$ cat config.mk
export PLATFORM = sky130hd
export DESIGN_NAME = rr_sel_mux_flat
export DESIGN_NICKNAME = d
export VERILOG_FILES = /design/src/rtl/rr_sel_mux_if.sv /design/src/rtl/rr_sel_mux.sv /design/src/flat_wrapper.sv
export SDC_FILE = /design/constraint.sdc
export NUM_CORES = 1
export LEC_CHECK = 0
export BUFFER_PORTS_ARGS = -buffer_cell sky130_fd_sc_hd__buf_2
export CAP_MARGIN = 0
export CELL_PAD_IN_SITES_DETAIL_PLACEMENT = 1
export CELL_PAD_IN_SITES_GLOBAL_PLACEMENT = 1
export CORE_MARGIN = 4
export CORE_UTILIZATION = 30
export DETAILED_ROUTE_END_ITERATION = 12
export PLACE_DENSITY = 0.83
export SLEW_MARGIN = 20
export SYNTH_ARGS = -nofsm -noshare
export SYNTH_HDL_FRONTEND = slang
export SYNTH_SLANG_ARGS = --single-unit
export TNS_END_PERCENT = 50
$ cat constraint.sdc
create_clock -name clk -period 2.6 [get_ports clk]
set_clock_uncertainty 0.15 [all_clocks]
set_input_delay 0.39 -clock clk [delete_from_list [all_inputs] [get_ports clk]]
set_output_delay 0.39 -clock clk [all_outputs]
set_load 0.01 [all_outputs]
$ cat src/rtl/rr_sel_mux_if.sv
`default_nettype none
// ============================================================================
//  Module      : rr_sel_mux_if
//  Description : Handshake/data bundle between N producers, the rr_sel_mux
//                arbiter and its single consumer.
//  Revision    : 1.0  initial release
// ============================================================================
interface rr_sel_mux_if #(
   parameter int WIDTH = 8,
   parameter int NCH   = 4
);
   localparam int SELW = $clog2(NCH);

   logic                   mode;
   logic [SELW-1:0]        sel;
   logic [NCH-1:0]         in_valid;
   logic [NCH*WIDTH-1:0]   in_data;
   logic [NCH-1:0]         in_ready;
   logic                   out_valid;
   logic [WIDTH-1:0]       out_data;
   logic [SELW-1:0]        out_chan;
   logic                   out_ready;

   // Producer/consumer side: drives requests and consumer ready
   modport master (
      output mode, sel, in_valid, in_data, out_ready,
      input  in_ready, out_valid, out_data, out_chan
   );

   // Arbiter side
   modport slave (
      input  mode, sel, in_valid, in_data, out_ready,
      output in_ready, out_valid, out_data, out_chan
   );
endinterface
`default_nettype wire

$ cat src/rtl/rr_sel_mux.sv
`default_nettype none
// ============================================================================
//  Module      : rr_sel_mux
//  Description : N-channel select/arbitration multiplexer with valid/ready
//                on every input and a one-beat registered output. Fixed mode
//                picks the channel named by sel; round-robin mode rotates
//                among valid channels starting at a rotating pointer.
//  Revision    : 1.0  initial release
// ============================================================================
module rr_sel_mux #(
   parameter int WIDTH = 8,
   parameter int NCH   = 4
) (
   input  wire logic    clk,
   input  wire logic    rst,
   rr_sel_mux_if.slave  bus
);
   localparam int SELW       = $clog2(NCH);
   localparam int C_SEL_SPAN = 2 ** SELW;

   // ---------------------------------------------------------------------
   // Registered state
   // ---------------------------------------------------------------------
   logic                out_valid_q, out_valid_d;
   logic [WIDTH-1:0]    out_data_q,  out_data_d;
   logic [SELW-1:0]     out_chan_q,  out_chan_d;
   logic [SELW-1:0]     ptr_q,       ptr_d;

   // ---------------------------------------------------------------------
   // Combinational arbitration signals
   // ---------------------------------------------------------------------
   logic [C_SEL_SPAN-1:0] w_valid_pad;
   logic                  w_fix_vld;
   logic                  w_rr_vld;
   logic [SELW-1:0]       w_rr_idx;
   logic [SELW:0]         w_rr_pos;
   logic                  w_grant_vld;
   logic [SELW-1:0]       w_grant_idx;
   logic                  w_load_en;
   logic                  w_xfer;
   logic [NCH-1:0]        w_in_ready;
   logic [WIDTH-1:0]      w_grant_data;

   // Valid vector padded to the full select range so that an out-of-range
   // sel (possible when NCH is not a power of two) reads as "not valid".
   always_comb begin
      w_valid_pad          = '0;
      w_valid_pad[NCH-1:0] = bus.in_valid;
   end

   // Fixed mode: grant only if the selected channel exists and is valid.
   assign w_fix_vld = w_valid_pad[bus.sel];

   // Round-robin search: first valid channel at or after ptr, wrapping.
   always_comb begin
      w_rr_vld = 1'b0;
      w_rr_idx = '0;
      w_rr_pos = '0;
      for (int k = 0; k < NCH; k++) begin
         w_rr_pos = {1'b0, ptr_q} + (SELW+1)'(k);
         if (w_rr_pos >= (SELW+1)'(NCH)) begin
            w_rr_pos = w_rr_pos - (SELW+1)'(NCH);
         end
         if (!w_rr_vld && bus.in_valid[w_rr_pos[SELW-1:0]]) begin
            w_rr_vld = 1'b1;
            w_rr_idx = w_rr_pos[SELW-1:0];
         end
      end
   end

   // Mode chooses which arbiter result is live this cycle.
   always_comb begin
      if (bus.mode) begin
         w_grant_vld = w_rr_vld;
         w_grant_idx = w_rr_idx;
      end else begin
         w_grant_vld = w_fix_vld;
         w_grant_idx = bus.sel;
      end
   end

   // The output register can take a beat when empty or being drained now.
   assign w_load_en = !out_valid_q || bus.out_ready;
   assign w_xfer    = !rst && w_load_en && w_grant_vld;

   // One-hot ready toward the granted producer only.
   always_comb begin
      w_in_ready = '0;
      for (int i = 0; i < NCH; i++) begin
         w_in_ready[i] = w_xfer && (w_grant_idx == SELW'(i));
      end
   end

   // Data of the granted channel.
   always_comb begin
      w_grant_data = '0;
      for (int i = 0; i < NCH; i++) begin
         if (w_grant_idx == SELW'(i)) begin
            w_grant_data = bus.in_data[i*WIDTH +: WIDTH];
         end
      end
   end

   // Next state of the output register and round-robin pointer.
   always_comb begin
      out_valid_d = out_valid_q;
      out_data_d  = out_data_q;
      out_chan_d  = out_chan_q;
      ptr_d       = ptr_q;
      if (w_load_en) begin
         out_valid_d = w_grant_vld;
         if (w_grant_vld) begin
            out_data_d = w_grant_data;
            out_chan_d = w_grant_idx;
            if (bus.mode) begin
               ptr_d = (w_grant_idx == SELW'(NCH-1)) ? '0
                                                     : w_grant_idx + SELW'(1);
            end
         end
      end
   end

   // State register with synchronous reset; a held beat is discarded.
   always_ff @(posedge clk) begin
      if (rst) begin
         out_valid_q <= 1'b0;
         out_data_q  <= '0;
         out_chan_q  <= '0;
         ptr_q       <= '0;
      end else begin
         out_valid_q <= out_valid_d;
         out_data_q  <= out_data_d;
         out_chan_q  <= out_chan_d;
         ptr_q       <= ptr_d;
      end
   end

   assign bus.in_ready  = w_in_ready;
   assign bus.out_valid = out_valid_q;
   assign bus.out_data  = out_data_q;
   assign bus.out_chan  = out_chan_q;

   // At most one producer is accepted, and only a producer that is valid.
   a_ready_onehot: assert property (@(posedge clk) disable iff (rst)
      $onehot0(bus.in_ready));
   a_ready_implies_valid: assert property (@(posedge clk) disable iff (rst)
      (bus.in_ready & ~bus.in_valid) == '0);

endmodule
`default_nettype wire

$ cat src/flat_wrapper.sv
// flat-port wrapper written by rule: the top's interface ports become plain ports
module rr_sel_mux_flat 
#(
   parameter int WIDTH = 8,
   parameter int NCH   = 4
)
  (clk, rst, bus_mode, bus_sel, bus_in_valid, bus_in_data, bus_out_ready, bus_in_ready, bus_out_valid, bus_out_data, bus_out_chan);
  rr_sel_mux_if #(.WIDTH(WIDTH), .NCH(NCH)) bus_i ();
  input  wire logic clk;
  input  wire logic rst;
  input wire logic [$bits(bus_i.mode)-1:0] bus_mode;
  input wire logic [$bits(bus_i.sel)-1:0] bus_sel;
  input wire logic [$bits(bus_i.in_valid)-1:0] bus_in_valid;
  input wire logic [$bits(bus_i.in_data)-1:0] bus_in_data;
  input wire logic [$bits(bus_i.out_ready)-1:0] bus_out_ready;
  output wire logic [$bits(bus_i.in_ready)-1:0] bus_in_ready;
  output wire logic [$bits(bus_i.out_valid)-1:0] bus_out_valid;
  output wire logic [$bits(bus_i.out_data)-1:0] bus_out_data;
  output wire logic [$bits(bus_i.out_chan)-1:0] bus_out_chan;
  assign bus_i.mode = bus_mode;
  assign bus_i.sel = bus_sel;
  assign bus_i.in_valid = bus_in_valid;
  assign bus_i.in_data = bus_in_data;
  assign bus_i.out_ready = bus_out_ready;
  assign bus_in_ready = bus_i.in_ready;
  assign bus_out_valid = bus_i.out_valid;
  assign bus_out_data = bus_i.out_data;
  assign bus_out_chan = bus_i.out_chan;
  rr_sel_mux #(.WIDTH(WIDTH), .NCH(NCH)) u_core (.clk(clk), .rst(rst), .bus(bus_i));
endmodule
==> impl_metrics.ini, run 1 <==
[pwr]
comb_power_share_pct = 46.6
pwr-share-seq_pct = 34.7
power.density_nw_per_um2 = 470
total_power_uw = 705
p_sw_share_pct = 37.0
internal_power_uw = 444
peakVddDrop_mv = 0.138
clockPowerShare_pct = 18.7
p_leak_nw = 0.666
netSwitchingPower_uw = 261

[clock_network]
cts_root_buf = clkbuf_4
numClockSinks = 13
clk_latency_ns = 0.29
clockBufferDepth = 2
htreeDepth = 1
clk_pin_slew_worst_paths_ns = 0.09
cts_tree = done
cts_buffers = 3
hold_buffers = 0

[worst_hold_path]
hp-class = in -> reg

[sta]
tightestPinTransition_ns = 0.452
hold_violations = 0
max_clock_freq_ghz = 0.384
fin_ws_ns = -0.00444
setup_viol = 1
final_max_slew_viol_count = 0
setup_tns_ns = -0.00444
rsz0062_at_grt = true
slew_headroom_pct = 69.8
post-route-min-period_ns = 2.60
finalCritPeriodShare_pct = 100

[synthesis]
synthFlopType = dfxtp_1
syn-cell-area_um2 = 987
syn_nets = 164
synth_area_leader_cell = dfxtp_1
synth-warning-count = 0
ys_types = 37
synth_area_leaders = dfxtp_1, a221oi_1, a211oi_1
async_flop_share_pct = 0
synth_cells = 118
synth_edf_count = 0
syn-mean-instance-area_um2 = 8.37
synth_top_cell_area_share_pct = 26.4
synth-seq-cells = 13
ys_seq_area_share_pct = 26.4

[die]
core_area_um2 = 3100
start_util_pct = 31.8
die_h_um = 65.4
die_x_um = 65.4
boundaryPins = 57
rows = 20
dieArea_um2 = 4270

[worst_setup_path]
path_delay_family = compound AO/OA/AOI/OAI gates
critPathMaxStageDelay_ns = 0.42
critPathRequiredTime_ns = 2.06
start_kind = flop
cp_cell_sequence = nand4bb_1 -> a2111o_1 -> o211ai_1 -> buf_4 -> ha_4 -> nor3b_2 -> buf_2
worstSetupPathType = reg -> out
worstPathArrival_ns = 2.06
path_max_fanout = 5
slowest_stage = a2111o_1
end_kind = output pin
path_buf_inv = 2

[final_layout]
drive_above_1_share_pct = 50.8
regArea_um2 = 268
fin_nets = 232
synthToLayoutAreaGrowth_pct = 51.8
num_antenna_cells = 0
multi_input_area_um2 = 738
fillerInstances = 400

[routing]
drt_iter0_drc = 51
wl_mm = 3.88
post_drt_via_cell_ratio = 5.27
route.detailed.drc = 0
drt-wirelength-per-cell_um = 16.9
vias = 1206
drtAntennaViolNets = 0
drtPass1Iterations = 4

[job]
maxCapViolations = 0

[grt]
antenna_found_initial = 0
first_global_vias = 1260
grt_max_degree = 19
grt_pass1_wl_mm = 5.74
grt_overflow = 0
grt_usage_pct = 17.6

[run_status]
failed_checks = negative setup slack
status = complete, but fails checks

[placed_design]
hpwlAfterDp_mm = 2.97
numPortBuffers = 56
gp_congestion = 0.877
==> area by class of cell <==
cell class | instances | area share, %
Multi-Input combinational cell | 92 | 49.2
Clock buffer | 4 | 1.75
Inverter | 6 | 1.50
Sequential cell | 13 | 17.9
Tap cell | 44 | 3.67
Timing Repair Buffer | 70 | 26.0
==> cells in the final DEF, fill, tap and decap left out, types with 2 or more instances in the layout <==
cell / n
dfxtp_1: 11
a211oi_2: 4
nand4bb_1: 2
nor3b_2: 2
inv_2: 2
o31a_1: 7
dfxtp_4: 2
nor2b_1: 4
ha_4: 2
ha_2: 2
buf_2: 56
clkbuf_4: 3
buf_4: 13
a221oi_1: 8
nand2_1: 9
a21oi_1: 11
a211oi_1: 5
mux2i_1: 3
nor2_1: 10
nand2b_1: 2
inv_1: 4
==> cell families after synthesis <==
logic type | after synthesis | synth area share (%)
muxes | 6 | 9.12
buffers and inverters | 13 | 4.94
and+or+nand+nor | 38 | 21.4
adders and majority gates | 4 | 5.07
AOI/OAI and AO/OA | 44 | 33.1
DFF | 13 | 26.4
==> flip-flops by register name (all words and copies together) (netlist names) <==
name                  flops
u_core.bus.out_chan       2
u_core.bus.out_data       8
u_core.bus.out_valid      1
u_core.ptr_q              2
==> worst reg2reg max path: cells and delay by family, from the launching register on <==
kind,cells,cell delay [ns]
buf+inv,2,0.18
compound gates,5,1.27
fa+ha+maj,1,0.25
simple gates,2,0.26
flops,1,0.37
==> power by group through the flow <==
stage,logic [mW],clock network [mW],registers (mW)
floorplan,0.154,0,0.255
global placement,0.276,0,0.245
detailed placement,0.288,0,0.248
CTS,0.303,0.127,0.244
global route,0.355,0.140,0.248
finish,0.328,0.132,0.245
==> path summary, 6_finish.rpt <==
| path | from | endpoint | slack, ns | cells past startpoint |
|---|---|---|---|---|
| max | u_core.ptr_q[0]$_SDFFE_PP0P_ | bus_in_ready[1] | -0.004 | 7 |
| min | bus_in_data[24] | u_core.bus.out_data[0]$_SDFFE_PP0P_ | 0.33 | 3 |
| max reg2reg | u_core.ptr_q[0]$_SDFFE_PP0P_ | u_core.bus.out_data[0]$_SDFFE_PP0P_ | 0.04 | 10 |
| min reg2reg | u_core.bus.out_data[1]$_SDFFE_PP0P_ | u_core.bus.out_data[1]$_SDFFE_PP0P_ | 0.38 | 2 |
==> metrics by stage <==
stage / area, µm² / cells / setup slack, ns / hold slack (ns) / util, %
floorplan: 987 / 118 / 0.0359 / 0.371 / -
global placement: 1360 / 220 / 0.00799 / 0.362 / 44.0
detailed placement: 1360 / 220 / -0.171 / 0.372 / 44.0
CTS: 1440 / 227 / -0.0411 / 0.330 / 46.4
global route: 1500 / 229 / -0.107 / 0.347 / 48.3
finish: 1500 / 229 / -0.00444 / 0.332 / 48.3
==> metal layers <==
metal	GRT usage [%]	vias up	wire length [µm]
met5	0	-	0
met1	19.9	570	1620
met2	32.0	38	1990
li1	-	587	-
met3	1.71	11	140
met4	9.59	0	122
==> repair_timing <==
item	CTS	global route
setup buffers	3	2
endpoints found under the setup margin	10	12
pin swaps	4	4
gates resized for setup	8	10
==> synthesized netlist by cell type (2+ instances only) <==
cell type / instances
o31a_1: 7
nor2b_1: 4
nor3b_1: 3
nand2b_1: 2
dfxtp_1: 13
inv_1: 5
nor2_1: 10
a21oi_1: 11
mux2i_1: 3
nand2_1: 9
clkbuf_1: 5
a221oi_1: 8
nand4bb_1: 2
buf_1: 2
ha_1: 4
a211oi_1: 9
Note: power is estimated with default switching activity, not from simulation.
==> run 2, diff against run 1 <==
Settings changed: CELL_PAD_IN_SITES_GLOBAL_PLACEMENT 1 to 2, CORE_MARGIN 4 to 2, CORE_UTILIZATION 30 to 23.
==> impl_metrics.ini, run 2 (synthesis results as in run 1) <==
[run_status]
status = complete, but fails checks
failed_checks = negative setup slack

[clock_network]
cts_buffers = 3
htreeDepth = 1
cts_tree = done
clockBufferDepth = 2
clk_pin_slew_worst_paths_ns = 0.05
numClockSinks = 13
clk_latency_ns = 0.24
cts_root_buf = clkbuf_8

[worst_setup_path]
end_kind = output pin
critPathMaxStageDelay_ns = 0.41
path_max_fanout = 7
worstSetupPathType = reg -> out
slowest_stage = a2111o_1
critPathRequiredTime_ns = 2.06
cp_cell_sequence = nand4bb_4 -> a2111o_1 -> o211ai_1 -> inv_1 -> buf_6 -> ha_4 -> nor3b_1 -> buf_2
worstPathArrival_ns = 2.07
start_kind = flop
reg2reg_setup_slack_ns = 0.04

[grt]
first_global_vias = 1259
grt_pass1_wl_mm = 5.89
antenna_found_initial = 0
grt_usage_pct = 15.1
grt_overflow = 0
grt_max_degree = 19

[pwr]
power.density_nw_per_um2 = 491
total_power_uw = 763
p_leak_nw = 0.687
peakVddDrop_mv = 0.130

[final_layout]
fin_nets = 233
final_common_cell = buf_2
synthToLayoutAreaGrowth_pct = 57.5
largest_reg_flops = 8
multi_input_area_um2 = 761
num_antenna_cells = 0
drive_above_1_share_pct = 51.6
fillerInstances = 499
layout_common_cells = buf_2, buf_4, a21oi_1, dfxtp_1, nor2_1
regArea_um2 = 268

[worst_hold_path]
hp-class = reg -> reg

[placed_design]
numPortBuffers = 56
gp_congestion = 0.802
hpwlAfterDp_mm = 2.81

[sta]
final_max_slew_viol_count = 0
finalCritPeriodShare_pct = 100
slew_headroom_pct = 69.1
max_clock_freq_ghz = 0.384
setup_tns_ns = -0.00587
setup_viol = 1
post-route-min-period_ns = 2.61
fin_ws_ns = -0.00587
tightestPinTransition_ns = 0.464
hold_violations = 0
rsz0062_at_grt = true

[routing]
wl_mm = 3.78
drt-wirelength-per-cell_um = 16.0
post_drt_via_cell_ratio = 5.17
route.detailed.drc = 0
vias = 1221
drt_iter0_drc = 16
drtPass1Iterations = 4
drtAntennaViolNets = 0

[die]
die_x_um = 69.5
start_util_pct = 24.3
die_h_um = 69.5
dieArea_um2 = 4830
boundaryPins = 57
core_area_um2 = 4060
rows = 23

[job]
maxCapViolations = 0
[run 2: changes by cell type in the layout (fill, tap and decap cells not counted), sizes merged]
cell	change
buf	+1
[run 2: what timing repair did]
item / 4_1_cts / 5_1_grt
setup endpoints to repair: 4 / 12
resized for setup: 7 / 12
setup buffers: 7 / 1
hold buffers: 0 / 0
pin swaps: 3 / 8
[run 2: stage by stage]
step	hold WS, ns	cells	setup WS, ns	util (%)	area [µm²]
floorplan	0.371	118	0.0359	-	987
global route	0.396	236	-0.0699	38.3	1560
finish	0.379	236	-0.00587	38.3	1560
CTS	0.373	235	0.00869	36.4	1480
global placement	0.369	224	-0.00123	33.4	1360
detailed placement	0.385	224	-0.146	33.4	1360
[run 2: path summary, 6_finish.rpt]
| path | startpoint | end | depth (start not counted) |
|---|---|---|---|
| setup / recovery | u_core.ptr_q[1]$_SDFFE_PP0P_ | bus_in_ready[3] | 8 |
| hold / removal | u_core.bus.out_data[6]$_SDFFE_PP0P_ | u_core.bus.out_data[6]$_SDFFE_PP0P_ | 2 |
| setup reg to reg | u_core.ptr_q[1]$_SDFFE_PP0P_ | u_core.bus.out_data[1]$_SDFFE_PP0P_ | 10 |
| hold reg to reg | u_core.bus.out_data[6]$_SDFFE_PP0P_ | u_core.bus.out_data[6]$_SDFFE_PP0P_ | 2 |
[run 2: worst max-delay path, delay by kind of cell, from the launching register on]
family	cells	cell delay, ns
flops	1	0.36
compound gates	2	0.55
buf+inv	3	0.42
simple gates	2	0.32
fa+ha+maj	1	0.15
[run 2: per-layer routing]
layer	global-route usage (%)	up-vias	routed length, µm
li1	-	587	-
met1	16.9	585	1600
met2	27.1	40	1880
met3	2.91	9	206
met4	7.41	0	90
met5	0	-	0
[run 2: power by group]
group | switching [mW] | internal, mW
clock | 0.0742 | 0.108
combinational | 0.171 | 0.165
sequential | 0.0182 | 0.226
total | 0.264 | 0.500
[run 2: cell type report]
type / count / share of cell area [%]
timing repair buffer: 71 / 25.5
tap: 50 / 4.02
sequential: 13 / 17.2
multi-input combinational: 92 / 48.9
clock buffer: 4 / 2.90
inverter: 6 / 1.45
==> run 3, diff against run 2 <==
Settings changed: ABC_CLOCK_PERIOD_IN_PS set to 2600, PLACE_DENSITY 0.83 to not set, PLACE_DENSITY_LB_ADDON set to 0.1.
==> impl_metrics.ini, run 3 (synthesis results as in run 1) <==
[final_layout]
num_antenna_cells = 0
final_common_cell = buf_2
synthToLayoutAreaGrowth_pct = 57.0
layout_common_cells = buf_2, buf_4, a21oi_1, dfxtp_1, nor2_1
largest_reg_flops = 8
multi_input_area_um2 = 737
drive_above_1_share_pct = 51.3
fillerInstances = 511
final_util_pct = 38.2
fin_nets = 234
regArea_um2 = 265

[worst_setup_path]
path_max_fanout = 7
rr_worst_depth = 9
crit_start = u_core.ptr_q[1]$_SDFFE_PP0P_
worstPathArrival_ns = 2.06
worstSetupPathType = reg -> out
r2r_start = u_core.ptr_q[1]$_SDFFE_PP0P_
start_kind = flop
end_kind = output pin
critPathRequiredTime_ns = 2.06

[placed_design]
post-place-ws_ns = -0.114
hpwlAfterDp_mm = 2.85
gp_congestion = 0.763
numPortBuffers = 56

[sta]
setup_viol = 0
hold_violations = 0
rsz0062_at_grt = true
slew_headroom_pct = 71.1
fin_ws_ns = 0.00131
setup_tns_ns = 0
final_max_slew_viol_count = 0
tightestPinTransition_ns = 0.433
post-route-min-period_ns = 2.60
finalCritPeriodShare_pct = 99.9
max_clock_freq_ghz = 0.385

[clock_network]
cts_root_buf = clkbuf_8
cts_buffers = 3
clk_latency_ns = 0.23
clk_pin_slew_worst_paths_ns = 0.06
hold_buffers = 0
clockBufferDepth = 2
numClockSinks = 13
cts_tree = done
htreeDepth = 1

[die]
die_x_um = 69.5
rows = 23
core_area_um2 = 4060
boundaryPins = 57
die_h_um = 69.5
dieArea_um2 = 4830
start_util_pct = 24.3

[pwr]
netSwitchingPower_uw = 251
p_sw_share_pct = 33.4
total_power_uw = 752
peakVddDrop_mv = 0.194
internal_power_uw = 501
pwr-share-seq_pct = 32.4
power.density_nw_per_um2 = 485
comb_power_share_pct = 44.4
clockPowerShare_pct = 23.2
p_leak_nw = 0.684

[routing]
wl_met2_mm = 1.60
met1_length_mm = 1.78
dr.max_layer_used = met4
wl_met3_um = 229
drt-wirelength-per-cell_um = 15.3
post_drt_via_cell_ratio = 4.99
vias = 1182
drtPass1Iterations = 4
wl_mm = 3.64
drt_iter0_drc = 42
route.detailed.drc = 0
drtAntennaViolNets = 0

[worst_hold_path]
min-delay-start = u_core.bus.out_data[1]$_SDFFE_PP0P_
min_path_cells = 2
hp-class = reg -> reg

[grt]
grt_usage_pct = 14.6
grt_overflow = 0
first_global_vias = 1243
grt_pass1_wl_mm = 5.87
grt_max_degree = 19
antenna_found_initial = 0

[job]
maxCapViolations = 0

[run_status]
status = complete, no violations
## run 3: cell types whose count changed in the layout (fill, tap and decap cells not counted), sizes merged
cell / previous run / this run
buf: 71 / 72
## run 3: power groups by stage
stage / logic, mW / clock network [mW] / registers [mW]
6_report: 0.334 / 0.174 / 0.244
2_1_floorplan: 0.154 / 0 / 0.255
3_3_place_gp: 0.293 / 0 / 0.246
4_1_cts: 0.313 / 0.177 / 0.244
3_5_place_dp: 0.296 / 0 / 0.247
5_1_grt: 0.365 / 0.188 / 0.248
## run 3: layer usage
metal	vias up	GRT usage, %
met3	2	2.33
met4	0	3.27
met1	548	21.9
met2	39	21.6
li1	593	-
met5	-	0
## run 3: worst max-delay path: stages (launching register included)
cell and delay [ns]:
dfxtp_4 0.37, nand4bb_1 0.20, a2111o_1 0.38, o211ai_1 0.20
ha_2 0.27, buf_4 0.11, nor3b_2 0.14, buf_2 0.15
## run 3: per-stage QoR
step	instance area [µm²]	cells	hold WS, ns
floorplan	987	118	0.371
global placement	1400	228	0.355
detailed placement	1400	228	0.362
CTS	1490	236	0.368
global route	1550	237	0.390
finish	1550	237	0.363
## run 3: final cells by class
type                       count  share of cell area, %
multi-input combinational     92                   47.5
tap                           50                   4.04
inverter                       6                   1.78
sequential                    13                   17.1
timing repair buffer          72                   26.6
clock buffer                   4                   2.91
## run 3: repair_timing
action | in CTS | in global routing
gates resized for setup | 7 | 11
setup buffers | 4 | 1
pin swaps | 3 | 6
setup endpoints to repair | 4 | 12
## run 3: final timing paths
kind | end | slack (ns)
setup / recovery | bus_in_ready[0] | 0.001
setup reg to reg | u_core.bus.out_data[1]$_SDFFE_PP0P_ | 0.08
hold reg to reg | u_core.bus.out_data[1]$_SDFFE_PP0P_ | 0.36
hold / removal | u_core.bus.out_data[1]$_SDFFE_PP0P_ | 0.36
